File: src/rtl/clock_pkg.sv
// Shared types and constants for the clock set/alarm controller.
// Latency: n/a (types, constants and pure functions only).
// Backpressure: n/a.
package clock_pkg;

    localparam int HR_W    = 5;
    localparam int MIN_W   = 6;
    localparam int SEC_W   = 6;
    localparam int HR_MAX  = 23;
    localparam int MIN_MAX = 59;

    typedef enum logic [2:0] {
        RUN      = 3'd0,
        SET_HR   = 3'd1,
        SET_MIN  = 3'd2,
        SET_AHR  = 3'd3,
        SET_AMIN = 3'd4
    } mode_t;

    typedef enum logic [1:0] {
        IDLE   = 2'd0,
        RING   = 2'd1,
        SNOOZE = 2'd2
    } alarm_state_t;

    // Hours +1 with wrap 23 -> 0.
    function automatic logic [HR_W-1:0] hr_inc(input logic [HR_W-1:0] h);
        return (h == HR_W'(HR_MAX)) ? '0 : h + 1'b1;
    endfunction

    // Minutes +1 with wrap 59 -> 0.
    function automatic logic [MIN_W-1:0] min_inc(input logic [MIN_W-1:0] m);
        return (m == MIN_W'(MIN_MAX)) ? '0 : m + 1'b1;
    endfunction

endpackage

File: src/rtl/clock_ctrl_btn_edge.sv
// Rising-edge detector for one externally synchronised button level.
// Latency: press is combinational from level; level_q lags by one cycle.
// Backpressure: none; exactly one press per 0->1 transition however long held.
module btn_edge (
    input  logic clk_1hz,
    input  logic rst,
    input  logic level,
    output logic press
);

    logic level_q;

    // Remember last cycle's level so a held button fires once.
    always_ff @(posedge clk_1hz or posedge rst) begin
        if (rst) level_q <= 1'b0;
        else     level_q <= level;
    end

    assign press = level & ~level_q;

endmodule

File: src/rtl/clock_ctrl.sv
// Time/alarm set controller: mode FSM, edit registers, alarm ring/snooze FSM.
// Latency: all outputs registered, reacting on the edge that sees a button press.
// Backpressure: none; hold freezes the counter while the time is being edited.
module clock_ctrl
    import clock_pkg::*;
#(
    parameter int RING_SEC    = 60,
    parameter int SNOOZE_SEC  = 300,
    parameter int MAX_SNOOZE  = 3,
    parameter int ALARM_H_RST = 6,
    parameter int ALARM_M_RST = 0
) (
    input  logic             clk_1hz,
    input  logic             rst,
    input  logic             btn_mode,
    input  logic             btn_inc,
    input  logic             btn_snooze,
    input  logic             alarm_en,
    input  logic [HR_W-1:0]  cur_hours,
    input  logic [MIN_W-1:0] cur_minutes,
    input  logic [SEC_W-1:0] cur_seconds,
    output logic             hold,
    output logic             load,
    output logic [HR_W-1:0]  load_hours,
    output logic [MIN_W-1:0] load_minutes,
    output logic [HR_W-1:0]  alarm_hours,
    output logic [MIN_W-1:0] alarm_minutes,
    output logic [2:0]       mode,
    output logic             buzzer
);

    localparam int RING_W = (RING_SEC > 1) ? $clog2(RING_SEC) : 1;
    localparam int SNZ_W  = (SNOOZE_SEC > 1) ? $clog2(SNOOZE_SEC) : 1;
    localparam int CNT_W  = $clog2(MAX_SNOOZE + 1);

    logic mode_press, inc_press, snooze_press, inc_act;

    btn_edge u_mode_edge   (.clk_1hz(clk_1hz), .rst(rst), .level(btn_mode),   .press(mode_press));
    btn_edge u_inc_edge    (.clk_1hz(clk_1hz), .rst(rst), .level(btn_inc),    .press(inc_press));
    btn_edge u_snooze_edge (.clk_1hz(clk_1hz), .rst(rst), .level(btn_snooze), .press(snooze_press));

    // A mode press swallows a simultaneous inc press.
    assign inc_act = inc_press & ~mode_press;

    mode_t mode_q, mode_d;
    logic  hold_d, load_d;

    // Mode next-state; load pulses only when leaving the time-edit states.
    always_comb begin
        mode_d = mode_q;
        load_d = 1'b0;
        if (mode_press) begin
            case (mode_q)
                RUN:      mode_d = SET_HR;
                SET_HR:   mode_d = SET_MIN;
                SET_MIN: begin
                    mode_d = SET_AHR;
                    load_d = 1'b1;
                end
                SET_AHR:  mode_d = SET_AMIN;
                SET_AMIN: mode_d = RUN;
                default:  mode_d = RUN;
            endcase
        end
        hold_d = (mode_d == SET_HR) || (mode_d == SET_MIN);
    end

    // Mode register with hold/load registered alongside it.
    always_ff @(posedge clk_1hz or posedge rst) begin
        if (rst) begin
            mode_q <= RUN;
            hold   <= 1'b0;
            load   <= 1'b0;
        end else begin
            mode_q <= mode_d;
            hold   <= hold_d;
            load   <= load_d;
        end
    end

    assign mode = mode_q;

    // Edited time and stored alarm; time is snapshotted on entry to SET_HR.
    always_ff @(posedge clk_1hz or posedge rst) begin
        if (rst) begin
            load_hours    <= '0;
            load_minutes  <= '0;
            alarm_hours   <= HR_W'(ALARM_H_RST);
            alarm_minutes <= MIN_W'(ALARM_M_RST);
        end else if (mode_press && (mode_q == RUN)) begin
            load_hours   <= cur_hours;
            load_minutes <= cur_minutes;
        end else if (inc_act) begin
            case (mode_q)
                SET_HR:   load_hours    <= hr_inc(load_hours);
                SET_MIN:  load_minutes  <= min_inc(load_minutes);
                SET_AHR:  alarm_hours   <= hr_inc(alarm_hours);
                SET_AMIN: alarm_minutes <= min_inc(alarm_minutes);
                default:  ;
            endcase
        end
    end

    alarm_state_t     al_q, al_d;
    logic [RING_W-1:0] ring_q, ring_d;
    logic [SNZ_W-1:0]  snz_q, snz_d;
    logic [CNT_W-1:0]  cnt_q, cnt_d;
    logic              abort, trigger;

    assign abort   = ~alarm_en || (mode_q != RUN);
    assign trigger = alarm_en && (mode_q == RUN) && (cur_hours == alarm_hours) &&
                     (cur_minutes == alarm_minutes) && (cur_seconds == '0);

    // Alarm next-state: abort beats snooze, snooze beats ring timeout.
    always_comb begin
        al_d   = al_q;
        ring_d = ring_q;
        snz_d  = snz_q;
        cnt_d  = cnt_q;
        case (al_q)
            IDLE: begin
                if (trigger) begin
                    al_d   = RING;
                    ring_d = '0;
                    cnt_d  = '0;
                end
            end
            RING: begin
                if (abort) begin
                    al_d = IDLE;
                end else if (snooze_press) begin
                    if (cnt_q < CNT_W'(MAX_SNOOZE)) begin
                        al_d  = SNOOZE;
                        snz_d = SNZ_W'(SNOOZE_SEC - 1);
                        cnt_d = cnt_q + 1'b1;
                    end else begin
                        al_d = IDLE;
                    end
                end else if (ring_q == RING_W'(RING_SEC - 1)) begin
                    al_d = IDLE;
                end else begin
                    ring_d = ring_q + 1'b1;
                end
            end
            SNOOZE: begin
                if (abort) begin
                    al_d = IDLE;
                end else if (snz_q == '0) begin
                    al_d   = RING;
                    ring_d = '0;
                end else begin
                    snz_d = snz_q - 1'b1;
                end
            end
            default: al_d = IDLE;
        endcase
    end

    // Alarm state, counters, and buzzer registered from the next state.
    always_ff @(posedge clk_1hz or posedge rst) begin
        if (rst) begin
            al_q   <= IDLE;
            ring_q <= '0;
            snz_q  <= '0;
            cnt_q  <= '0;
            buzzer <= 1'b0;
        end else begin
            al_q   <= al_d;
            ring_q <= ring_d;
            snz_q  <= snz_d;
            cnt_q  <= cnt_d;
            buzzer <= (al_d == RING);
        end
    end

endmodule

File: config.mk
export PLATFORM = sky130hd
export DESIGN_NAME = clock_ctrl
export DESIGN_NICKNAME = d
export VERILOG_FILES = /design/src/rtl/clock_pkg.sv /design/src/rtl/clock_ctrl_btn_edge.sv /design/src/rtl/clock_ctrl.sv
export SDC_FILE = /design/constraint.sdc
export NUM_CORES = 1
export LEC_CHECK = 0
export BUFFER_PORTS_ARGS = -buffer_cell sky130_fd_sc_hd__buf_2
export CAP_MARGIN = 20
export CELL_PAD_IN_SITES_DETAIL_PLACEMENT = 1
export CELL_PAD_IN_SITES_GLOBAL_PLACEMENT = 1
export CORE_MARGIN = 2
export CORE_UTILIZATION = 30
export DETAILED_ROUTE_END_ITERATION = 12
export PLACE_DENSITY = 0.72
export SKIP_CTS_REPAIR_TIMING = 1
export SLEW_MARGIN = 15
export SYNTH_ARGS = -nofsm -noshare
export SYNTH_HDL_FRONTEND = slang
export SYNTH_HIERARCHICAL = 1
export SYNTH_SLANG_ARGS = --single-unit
File: constraint.sdc
create_clock -name clk_1hz -period 1.8 [get_ports clk_1hz]
set_clock_uncertainty 0.15 [all_clocks]
set_input_delay 0.09 -clock clk_1hz [delete_from_list [all_inputs] [get_ports clk_1hz]]
set_output_delay 0.09 -clock clk_1hz [all_outputs]
set_load 0.005 [all_outputs]
==> out/results.ini <==
[worst_setup_path]
arrival_ps = 1930
crit_buf_inv = 0
crit_family = simple AND/OR/NAND/NOR gates
slowest_stage = dfrtp_2
required_ps = 1830
critical_path.startpoint_type = flop
critPathKind = reg -> reg
crit_chain = nor4b_4 > and4_4 > nand4_4 > a21oi_4 > a31oi_1
slowest_delay_ps = 440
endpoint_kind = flop
crit_path_max_fanout = 7

[placement]
io_buffers = 50
dpl_worst_slack_ps = -70.8
gp_congestion = 0.827
dp_hpwl_mm = 6.02
dp.cells = 484

[die]
die_h_um = 101
ios = 51
fp.dieW_um = 101
rows = 35
die_area_mm2 = 0.0102
start_util_pct = 30.8
design.core.area_mm2 = 0.00920

[timing]
rsz0062_at_grt = true
period_share_pct = 105
setup_ws_ps = -95.4
max_freq_mhz = 528
setup-violations-final = 16
finalHoldViolations = 0
worst_pin_slew_ps = 389
period_needed_ps = 1900
max-slew-margin-rel_pct = 73.9
slew_viol_final = 0

[drt]
ant_nets = 0
drc = 0
drt_iter0_markers = 59
first_pass_iters = 4
totalWireLength_mm = 8.41
routedWlPerCell_um = 16.1
vias = 2631
via_per_inst = 5.03

[layout]
fin_nets = 442
finalNonFillerCells = 523
drive_gt1_share_pct = 38.6
n_fill_cell = 1081
fin_util_pct = 44.2
synthToLayoutAreaGrowth_pct = 43.3
num_antenna_cells = 0

[synthesis]
ys.flop_type = dfrtp_1
postSynthAreaPerCell_um2 = 9.88
syn-cell-area_mm2 = 0.00284
synthesis.nets = 318
synthArstFlopShare_pct = 100
synth.top_cells.by_area = dfrtp_1 (42%), xor2_1 (5.2%), nand2_1 (3.8%), ha_1 (3.5%), o21ai_1 (2.6%)
yosysMostFrequentCell = dfrtp_1
synth_top_area_share_pct = 42.3
synth_cell_type_count = 58
synth-warning-count = 6
synthCells = 287
synth_edf_count = 0
synth-seq-cells = 50
yosysTopAreaCell = dfrtp_1
yosysSeqAreaShare_pct = 44.2
yosys-top-cells-count = dfrtp_1 (48), nand2_1 (29), nor2_1 (17), xor2_1 (17), o21ai_1 (15)

[global_route]
grt_pass1_vias = 2696
met1_usage_pct = 20.3
grt_busiest_layer = met2
grt_use_met3_pct = 3.38
grt_max_degree = 33
gr-total-overflow = 0
antenna_found_initial = 0
grt_util_met2_pct = 28.5
grt_pass1_wl_mm = 13.1
track_usage_pct = 16.3

[run_status]
violations = setup timing
outcome = finished with violations

[clocking]
clk_pin_slew_ps = 100
cts-buffers-inserted = 5
cts_buffer_depth = 2
clock_latency_ps = 320
tritoncts = built
cts_sinks = 50
cts_max_level = 2
root_buffer = clkbuf_8

[power]
powerDensity_mw_per_mm2 = 946
total_power_w = 0.00385
leakagePower_nw = 1.98
ir_worst_vdd_mv = 0.632

[flow_run]
drv_cap = 0

[min_path]
hold_path_class = in -> async

final timing paths:
path | end | slack [ps] | cells after the start | start
worst max-delay path | ring_q[5]$_DFFE_PP0P_ | -100 | 5 | mode[2]$_DFF_PP0_
worst min-delay path | u_inc_edge/level_q$_DFF_PP0_ | 40 | 3 | rst
worst max register to register | ring_q[5]$_DFFE_PP0P_ | -100 | 5 | mode[2]$_DFF_PP0_
worst min register to register | cnt_q[0]$_DFFE_PP0P_ | 350 | 1 | cnt_q[0]$_DFFE_PP0P_
max in group asynchronous | mode[2]$_DFF_PP0_ | 800 | 4 | rst
min in group clk_1hz | load_hours[2]$_DFFE_PP0P_ | 40 | 3 | cur_hours[2]
stage by stage:
| step | cell area (um2) | hold WS (ps) | setup TNS (ps) |
|---|---|---|---|
| 6_report | 4070 | 37.6 | -790 |
| 3_3_place_gp | 3550 | -184 | -46.5 |
| 3_5_place_dp | 3550 | -181 | -374 |
| 5_1_grt | 4070 | 52.4 | -2750 |
| 4_1_cts | 3660 | -525 | -723 |
| 2_1_floorplan | 2860 | -331 | -28.2 |
sequential cells by signal, indices dropped and copies added (netlist names), 2 cells and up:
signal / flops
al_q: 2
alarm_hours: 5
load_minutes: 6
cnt_q: 2
load_hours: 5
ring_q: 6
mode: 3
alarm_minutes: 6
snz_q: 9
cell type report:
cell class	count	area (um2)	area share, %
multi-input cells	214	1620	39.8
flip-flops and latches	50	1250	30.9
repair buffers	129	906	22.3
well taps	111	139	3.42
clock buffers	7	76.3	1.88
inverters	11	41.3	1.02
clock inverters	1	30.0	0.739
cells in the final DEF (no fill, tap or decap), types with 4 or more instances in the layout:
master	instances
a22oi_1	4
xor2_1	17
dlygate4sd3_1	14
a21oi_1	9
nor3_1	4
dfrtp_1	47
buf_6	4
nand2_1	29
o21ai_1	14
inv_1	8
ha_1	7
nor4b_4	4
nand3_1	9
buf_2	50
a31oi_1	5
o211ai_1	4
a21o_1	6
o2111ai_1	4
buf_4	60
nor2_1	17
clkbuf_8	5
and3_1	4
xnor2_1	5
kinds of logic after synthesis:
group | count (synthesis) | synth area share, %
adders and majority gates | 8 | 3.53
AOI/OAI and AO/OA | 68 | 16.5
and+or+nand+nor | 112 | 23.8
buffers and inverters | 23 | 3.79
DFF | 50 | 44.2
muxes | 4 | 1.46
xor gates and xnor gates | 22 | 6.79
routing by layer:
metal  part of all wire, %  wire length [um]
met1                    43              3630
met2                    52              4400
met3                   3.4               282
met4                   1.2               100
met5                     0                 0
report_power, final:
part           internal [W]  switching, W
logic              0.000751      0.000716
registers           0.00134      0.000232
clock network      0.000417      0.000391
worst reg2reg max path, cell delays in order (launching register included):
cell     delay [ps]
dfrtp_2         440
nor4b_4         340
and4_4          300
nand4_4         140
a21oi_4         280
a31oi_1         120
Note: power is estimated with default switching activity, not from simulation.
